**src/rtl/corescore_uart_bridge.sv**
```systemverilog
// corescore_uart_bridge
//
// Byte-stream bridge from the corescore core's AXI-Stream byte output to the
// JTAG-UART write port. Bytes are buffered in a small synchronous FIFO so the
// core is not stalled on every UART back-pressure cycle. A byte is only
// presented to the UART one cycle after the UART signals ready.
//
// Optional feature macro: CORESCORE_UART_BRIDGE_CRLF_EN
//   When defined, every 8'h0A is preceded by an inserted 8'h0D on the UART side.
//   When undefined, bytes pass through unchanged and no LF_PEND logic is built.
//
// Parameters
//   DEPTH_LOG2 : FIFO depth is 2^DEPTH_LOG2 entries (1..8)
//   CNT_W      : width of the frame-end counter
//
// Ports
//   i_clk      : clock, rising edge
//   i_rst_n    : synchronous active-low reset
//   i_tdata    : stream byte from the core
//   i_tlast    : last byte of a frame
//   i_tvalid   : stream valid
//   o_tready   : stream ready (FIFO not full, forced low during reset)
//   o_dat      : byte to the UART
//   o_val      : byte strobe to the UART
//   i_ena      : UART can accept a byte
//   o_last     : strobed byte is a frame end
//   o_level    : FIFO occupancy
//   o_frames   : number of frame-end bytes delivered (wraps)

module corescore_uart_bridge #(
  parameter int unsigned DEPTH_LOG2 = 4,
  parameter int unsigned CNT_W      = 16
) (
  input  logic                  i_clk,
  input  logic                  i_rst_n,
  input  logic [7:0]            i_tdata,
  input  logic                  i_tlast,
  input  logic                  i_tvalid,
  output logic                  o_tready,
  output logic [7:0]            o_dat,
  output logic                  o_val,
  input  logic                  i_ena,
  output logic                  o_last,
  output logic [DEPTH_LOG2:0]   o_level,
  output logic [CNT_W-1:0]      o_frames
);

  localparam int unsigned DEPTH = 32'd1 << DEPTH_LOG2;
  localparam logic [DEPTH_LOG2:0]   FULL_LVL = (DEPTH_LOG2+1)'(DEPTH);
  localparam logic [DEPTH_LOG2:0]   LVL_ZERO = (DEPTH_LOG2+1)'(32'd0);
  localparam logic [DEPTH_LOG2:0]   LVL_ONE  = (DEPTH_LOG2+1)'(32'd1);
  localparam logic [DEPTH_LOG2-1:0] PTR_ZERO = DEPTH_LOG2'(32'd0);
  localparam logic [DEPTH_LOG2-1:0] PTR_ONE  = DEPTH_LOG2'(32'd1);
  localparam logic [CNT_W-1:0]      CNT_ZERO = CNT_W'(32'd0);
  localparam logic [CNT_W-1:0]      CNT_ONE  = CNT_W'(32'd1);

  typedef enum logic [0:0] {
    S_PASS    = 1'b0,
    S_LF_PEND = 1'b1
  } state_t;

  state_t                  state_q, state_d;
  logic [8:0]              mem_q [DEPTH];
  logic [DEPTH_LOG2-1:0]   wptr_q, wptr_d;
  logic [DEPTH_LOG2-1:0]   rptr_q, rptr_d;
  logic [DEPTH_LOG2:0]     level_q, level_d;
  logic [7:0]              dat_q, dat_d;
  logic                    val_q, val_d;
  logic                    last_q, last_d;
  logic [CNT_W-1:0]        frames_q, frames_d;

  logic                    push_s;
  logic                    pop_s;
  logic                    elig_s;
  logic [8:0]              head_s;

  // Ready comes only from the registered level, so a same-cycle pop never
  // reopens a full FIFO; reset forces it low.
  assign o_tready = i_rst_n & (level_q != FULL_LVL);
  assign push_s   = i_tvalid & o_tready;
  assign elig_s   = i_ena & (level_q != LVL_ZERO);
  assign head_s   = mem_q[rptr_q];

  assign o_dat    = dat_q;
  assign o_val    = val_q;
  assign o_last   = last_q;
  assign o_level  = level_q;
  assign o_frames = frames_q;

  // FSM state register
  always_ff @(posedge i_clk) begin
    if (!i_rst_n) begin
      state_q <= S_PASS;
    end else begin
      state_q <= state_d;
    end
  end

  // FSM next-state logic
  always_comb begin
    state_d = state_q;
`ifdef CORESCORE_UART_BRIDGE_CRLF_EN
    case (state_q)
      S_PASS: begin
        if (elig_s && (head_s[7:0] == 8'h0A)) begin
          state_d = S_LF_PEND;
        end else begin
          state_d = S_PASS;
        end
      end
      S_LF_PEND: begin
        if (elig_s) begin
          state_d = S_PASS;
        end else begin
          state_d = S_LF_PEND;
        end
      end
      default: state_d = S_PASS;
    endcase
`else
    state_d = S_PASS;
`endif
  end

  // FSM output logic: decides pop and the next UART byte/strobe
  always_comb begin
    pop_s  = 1'b0;
    val_d  = 1'b0;
    last_d = 1'b0;
    dat_d  = dat_q;
    case (state_q)
      S_PASS: begin
        if (elig_s) begin
`ifdef CORESCORE_UART_BRIDGE_CRLF_EN
          if (head_s[7:0] == 8'h0A) begin
            // Insert CR ahead of the LF; the LF stays at the head.
            pop_s  = 1'b0;
            val_d  = 1'b1;
            dat_d  = 8'h0D;
            last_d = 1'b0;
          end else begin
            pop_s  = 1'b1;
            val_d  = 1'b1;
            dat_d  = head_s[7:0];
            last_d = head_s[8];
          end
`else
          pop_s  = 1'b1;
          val_d  = 1'b1;
          dat_d  = head_s[7:0];
          last_d = head_s[8];
`endif
        end else begin
          pop_s  = 1'b0;
          val_d  = 1'b0;
          dat_d  = dat_q;
          last_d = 1'b0;
        end
      end
`ifdef CORESCORE_UART_BRIDGE_CRLF_EN
      S_LF_PEND: begin
        if (elig_s) begin
          pop_s  = 1'b1;
          val_d  = 1'b1;
          dat_d  = 8'h0A;
          last_d = head_s[8];
        end else begin
          pop_s  = 1'b0;
          val_d  = 1'b0;
          dat_d  = dat_q;
          last_d = 1'b0;
        end
      end
`endif
      default: begin
        pop_s  = 1'b0;
        val_d  = 1'b0;
        dat_d  = dat_q;
        last_d = 1'b0;
      end
    endcase
  end

  // FIFO pointer/level and frame counter next-state
  always_comb begin
    if (push_s) begin
      wptr_d = wptr_q + PTR_ONE;
    end else begin
      wptr_d = wptr_q;
    end
    if (pop_s) begin
      rptr_d = rptr_q + PTR_ONE;
    end else begin
      rptr_d = rptr_q;
    end
    case ({push_s, pop_s})
      2'b10:   level_d = level_q + LVL_ONE;
      2'b01:   level_d = level_q - LVL_ONE;
      default: level_d = level_q;
    endcase
    if (val_d && last_d) begin
      frames_d = frames_q + CNT_ONE;
    end else begin
      frames_d = frames_q;
    end
  end

  // FIFO storage; no reset needed since pointers/level gate what is valid
  always_ff @(posedge i_clk) begin
    if (push_s) begin
      mem_q[wptr_q] <= {i_tlast, i_tdata};
    end
  end

  // Datapath and output registers
  always_ff @(posedge i_clk) begin
    if (!i_rst_n) begin
      wptr_q   <= PTR_ZERO;
      rptr_q   <= PTR_ZERO;
      level_q  <= LVL_ZERO;
      dat_q    <= 8'h00;
      val_q    <= 1'b0;
      last_q   <= 1'b0;
      frames_q <= CNT_ZERO;
    end else begin
      wptr_q   <= wptr_d;
      rptr_q   <= rptr_d;
      level_q  <= level_d;
      dat_q    <= dat_d;
      val_q    <= val_d;
      last_q   <= last_d;
      frames_q <= frames_d;
    end
  end

endmodule

```
**config.mk**
```make
export PLATFORM = sky130hd
export DESIGN_NAME = corescore_uart_bridge
export DESIGN_NICKNAME = d
export VERILOG_FILES = /design/src/rtl/corescore_uart_bridge.sv
export SDC_FILE = /design/constraint.sdc
export NUM_CORES = 1
export LEC_CHECK = 0
export ABC_CLOCK_PERIOD_IN_PS = 3300
export BUFFER_PORTS_ARGS = -buffer_cell sky130_fd_sc_hd__buf_2
export CAP_MARGIN = 20
export CORE_UTILIZATION = 35
export DETAILED_ROUTE_END_ITERATION = 12
export PLACE_DENSITY = 0.58
export SYNTH_ARGS = -nofsm -noshare
export SYNTH_HDL_FRONTEND = slang
export SYNTH_SLANG_ARGS = --single-unit
```
**constraint.sdc**
```tcl
create_clock -name i_clk -period 3.3 [get_ports i_clk]
set_input_delay 0.33 -clock i_clk [delete_from_list [all_inputs] [get_ports i_clk]]
set_output_delay 0.33 -clock i_clk [all_outputs]
set_load 0.01 [all_outputs]
```
Word-level counts from Yosys, hierarchy flattened
Memory sizes are Yosys's and may differ from the RTL's. A register that Yosys moved wholly into a read port is not among the register bits.
Cells that the tools add are included.
{"block": "classes", "mul": 0, "shift": 0, "reduce_logical": 3, "addsub": 5, "n_div": 0, "eq_ne": 3, "n_bitwise": 3, "mux": 7, "order_cmp": 0}
{"operator": "adder 16 x 1 -> 16 bit (second input constant)", "count": 1}
{"operator": "one-hot mux 5 bit (2 select lines)", "count": 1}
{"operator": "adder 4 x 1 -> 4 bit (second input constant)", "count": 2}
{"operator": "two-way mux 4 bit", "count": 2}
{"operator": "adder 5 x 1 -> 5 bit (second input constant)", "count": 1}
{"operator": "inequality test 5 bit (second input constant)", "count": 1}
{"operator": "nonzero test 5 bit", "count": 1}
{"operator": "subtractor 5 x 1 -> 5 bit (second input constant)", "count": 1}
{"operator": "two-way mux 1 bit", "count": 4}
{"operator": "bitwise AND 1 bit", "count": 3}
{"operator": "== test 2 x 1 -> 1 bit (second input constant)", "count": 1}
{"operator": "== test 2 bit (second input constant)", "count": 1}
{"operator": "nonzero test 2 bit", "count": 1}
{"operator": "logical AND 1 bit", "count": 1}
{"block": "totals", "wordCells": 29, "input_bits": 13, "regBits": 39, "romBits": 0, "latch_bits": 0, "mem_count": 1, "ram_bits": 144}
{"memory": "mem_q", "depth": 16, "word_bits": 9, "read_ports": 1, "rd_ports_with_merged_regs": 1, "wr": 1, "line_no": "63", "rtl": "logic [8:0] mem_q [DEPTH];"}

Depth between registers and ports, before layout
{"block": "logic_depth", "depth_word": 5, "depth_mapped": 13, "ltp_nobuf": 11}

Worst setup path after synthesis
Ideal clock, no wire load.
{"block": "synth_path", "kind": "flip-flop to flip-flop", "startpoint": "reg level_q[1], in the netlist o_level[1]", "endpoint": "reg level_q[4], in the netlist o_level[4]", "t_arrival_ps": 2811, "setup_slack_ps": 419, "required_ps": 3230, "setup_time_ps": 70, "path_buffers": 2, "stages_incl_launch_ff": 14, "path_cell_list": "dfxtp_1 -> buf_2 -> nor4_4 -> a211oi_2 -> inv_1 -> ha_1 -> buf_2 -> xor2_1 -> ha_1 -> nand2b_1 -> a21boi_0 -> o21a_1 -> or4_1 -> a21oi_1"}
{"block": "synth_via", "elab_chain_cells": 5, "word_cells_on_any_way": 12, "cone_classes": "2 x add/sub; 3 x eq/ne; 2 x mux; 3 x bitwise; 2 x reduce/logical"}
{"item": "from (decl)", "line_no": "66", "rtl": "logic [DEPTH_LOG2:0] level_q, level_d;"}
{"item": "from (signal assigned)", "line_no": "228", "rtl": "level_q <= level_d;"}
{"item": "inequality test 5 bit or nonzero test 5 bit (tied branches)", "line_no": "79, 81"}
{"item": "bitwise AND 1 bit (on tied branches)", "line_no": "79, 81"}
{"item": "bitwise AND 1 bit or two-way mux 1 bit (tied branches)", "line_no": "80, 133"}
{"item": "== test 2 x 1 -> 1 bit or == test 2 bit (tied branches)", "line_no": "196", "rtl": "case ({push_s, pop_s})"}
{"item": "one-hot mux 5 bit (2 select lines) or nonzero test 2 bit (tied branches)"}
Parallel ways exist; a longest one is shown, timed or not.
A chain may end at the register's enable or synchronous reset.

Worst setup path after layout
Same ends and word-level chain as after synthesis.

==> flow_summary.json <==
{
  "post-route-min-period_ps": 2770,
  "nNetsFinal": 563,
  "syn_nets": 506,
  "clockBufferDepth": 2,
  "numPortBuffers": 44,
  "worstSkewPairLatency_ps": 430,
  "via_count": 4218,
  "crit_path_frequent_cell": "ha_1",
  "ys_ff_latch": 187,
  "tritoncts": "yes",
  "place_congestion": 0.771,
  "synth_cells": 483,
  "grt_pass1_wl_um": 23400,
  "syn_area_mm2": 0.00767,
  "io_pins": 45,
  "overflow": 0,
  "crit_buf_inv": 1,
  "crit_path_max_fanout": 9,
  "cts_resized": 0,
  "diodes": 0,
  "htreeDepth": 4,
  "rows": 53,
  "place_ws_ps": 560,
  "crit_path_end_kind": "register",
  "cp.required_ps": 3660,
  "synth_top_cell_by_area": "edfxtp_1",
  "cts_buffers": 17,
  "p_leak_nw": 2.94,
  "synth_edf_count": 144,
  "synth_top_area_frac": 0.564,
  "final-hold-violation-count": 0,
  "postCtsSetupBuffers": 0,
  "cp_slowest_cell": "or4_1",
  "drc": 0,
  "powerDensity_mw_per_mm2": 643,
  "yosysUniqueCellTypes": 52,
  "outcome": "complete, no violations",
  "path_class": "reg2reg",
  "ctsHoldBuffers": 0,
  "finalSetupViolCount": 0,
  "synth_area_leaders": "edfxtp_1 (56%), dfxtp_1 (11%), mux4_2 (9.1%)",
  "cp-start-kind": "register",
  "avgSynthCellArea_um2": 15.9,
  "cpPeakStageDelay_ps": 460,
  "core_region_area_mm2": 0.0212,
  "seqCellArea_mm2": 0.00519,
  "drv_cap": 0,
  "numClockSinks": 187,
  "ant_nets": 0,
  "p_total_w": 0.00567,
  "min_period_over_period": 0.839,
  "synthArstFlopShare": 0,
  "layout_setup_ws_ps": 533,
  "holdWs_ps": 278,
  "final_max_slew_viol_count": 0,
  "clkTransAtPathRegs_ps": 70,
  "grt_pass1_vias": 4180,
  "cp.arrival_ps": 3130,
  "grt_start_max_net_pins": 41,
  "finalClockSkew_ps": 12.2,
  "wl_um": 14900,
  "tightest_slew_ps": 725,
  "fmax_mhz": 361,
  "initial_utilization": 0.361,
  "cts_root_buf": "clkbuf_16",
  "die_area_mm2": 0.0225,
  "yosysWarnings": 0,
  "drtIter0Drc": 245,
  "multi_input_area_mm2": 0.00228,
  "crit_family": "simple AND/OR/NAND/NOR gates",
  "num-fill-cells": 1910,
  "ys_seq_area_frac": 0.676,
  "layout-drive-gt1-share": 0.260,
  "die_h_um": 150,
  "hold_class": "in2reg",
  "setup_tns_ps": 0,
  "grt_setup_unrepaired": "false",
  "wl_per_cell_um": 17.9,
  "track_usage": 0.142,
  "die_w_um": 150,
  "synthFlopType": "edfxtp_1",
  "ir_drop_uv": 414,
  "viasPerCell": 5.09,
  "place_hpwl_um": 9390,
  "grt_antenna_before_repair": 0,
  "area_growth_pct": 15.0,
  "crit_chain": "nor4_4 -> a211oi_2 -> inv_1 -> ha_1 -> xor2_1 -> ha_1 -> nand2b_1 -> a21boi_0 -> o21a_1 -> or4_1 -> a21oi_1",
  "first_pass_iters": 4,
  "slew_headroom": 0.516
}
-- cells by family (layout without fill, tap and decap cells) --
family / Yosys count / after routing / share of synthesized area
buffers and inverters: 35 / 105 / 0.0261
adder cells (fa/ha/maj): 10 / 10 / 0.0163
AO/OA/AOI/OAI: 63 / 63 / 0.0617
flip-flops: 187 / 187 / 0.676
XOR/XNOR: 9 / 9 / 0.0103
AND/OR/NAND/NOR: 123 / 123 / 0.0834
multiplexers: 56 / 56 / 0.126
-- through the flow --
stage          utilization  instance area (um2)  std cells
5_1_grt              0.416                 8820        828
3_3_place_gp         0.388                 8230        796
6_report             0.416                 8820        828
2_1_floorplan            -                 7670        483
4_1_cts              0.416                 8820        828
3_5_place_dp         0.388                 8230        796
-- sequential cells by signal, indices dropped and copies added (netlist names), named ones only --
name	cells
rptr_q	4
o_frames	16
o_val	1
wptr_q	4
o_level	5
o_dat	8
o_last	1
mem_q	144
-- area by class of cell --
class	instances	share of cell area
repair buffers	65	0.0443
well taps	275	0.0390
clock inverters	14	0.0176
clock buffers	18	0.0487
inverters	8	0.00341
multi-input cells	261	0.259
flip-flops and latches	187	0.588
-- path summary, 6_finish.rpt --
path,slack (ps),end,startpoint,cells after the start
worst max register to register,530,o_level[4],o_level[1],11
worst min register to register,470,o_dat[6],o_dat[6],2
worst max-delay path,530,o_level[4],o_level[1],11
worst min-delay path,280,mem_q[11][2],i_tdata[2],1
-- cell usage in the layout (no fill, tap or decap), drive strengths merged, types with 2 or more instances in the layout --
cell and instances:
inv 14, or3b 2, a21oi 21, and2 2
xnor2 2, a22o 8, nor2 25, clkinvlp 2
nor3 9, o31ai 2, nand2b 17, o21ai 5
nor2b 5, a211oi 3, a22oi 2, buf 65
clkbuf 18, edfxtp 144, nand4 7, nor4 2
xor2 7, a221oi 8, clkinv 5, mux4 32
nand2 40, mux2i 23, o22ai 8, nand3 7
a21boi 4, dfxtp 43, ha 10
-- cell usage after synthesis (all sizes together) (2+ instances only) --
master,count
clkbuf,8
nand3,7
mux4,32
a221oi,8
edfxtp,144
and2,2
buf,19
nand2b,17
o31ai,2
a21oi,21
nor2b,5
nor2,25
nor3,9
xor2,7
xnor2,2
o21ai,5
a211oi,3
nor4,2
inv,8
ha,10
dfxtp,43
nand4,7
o22ai,8
or3b,2
mux2i,23
a22o,8
nand2,40
a21boi,4
a22oi,2
-- power breakdown --
part | switching (W) | internal (W) | total (W) | leakage, nW
sequential | 0.0000847 | 0.00263 | 0.00272 | 1.65
clock | 0.000928 | 0.00107 | 0.00200 | 0.280
combinational | 0.000522 | 0.000430 | 0.000953 | 1.02
total | 0.00153 | 0.00413 | 0.00567 | 2.94
-- per-layer routing --
metal	wire length, um	GRT usage	vias up
li1	-	-	1972
met1	6540	0.187	2122
met2	7210	0.230	106
met3	867	0.0320	18
met4	233	0.0515	0
met5	0	0	-
No activity file was read; power rests on OpenSTA's default activity.
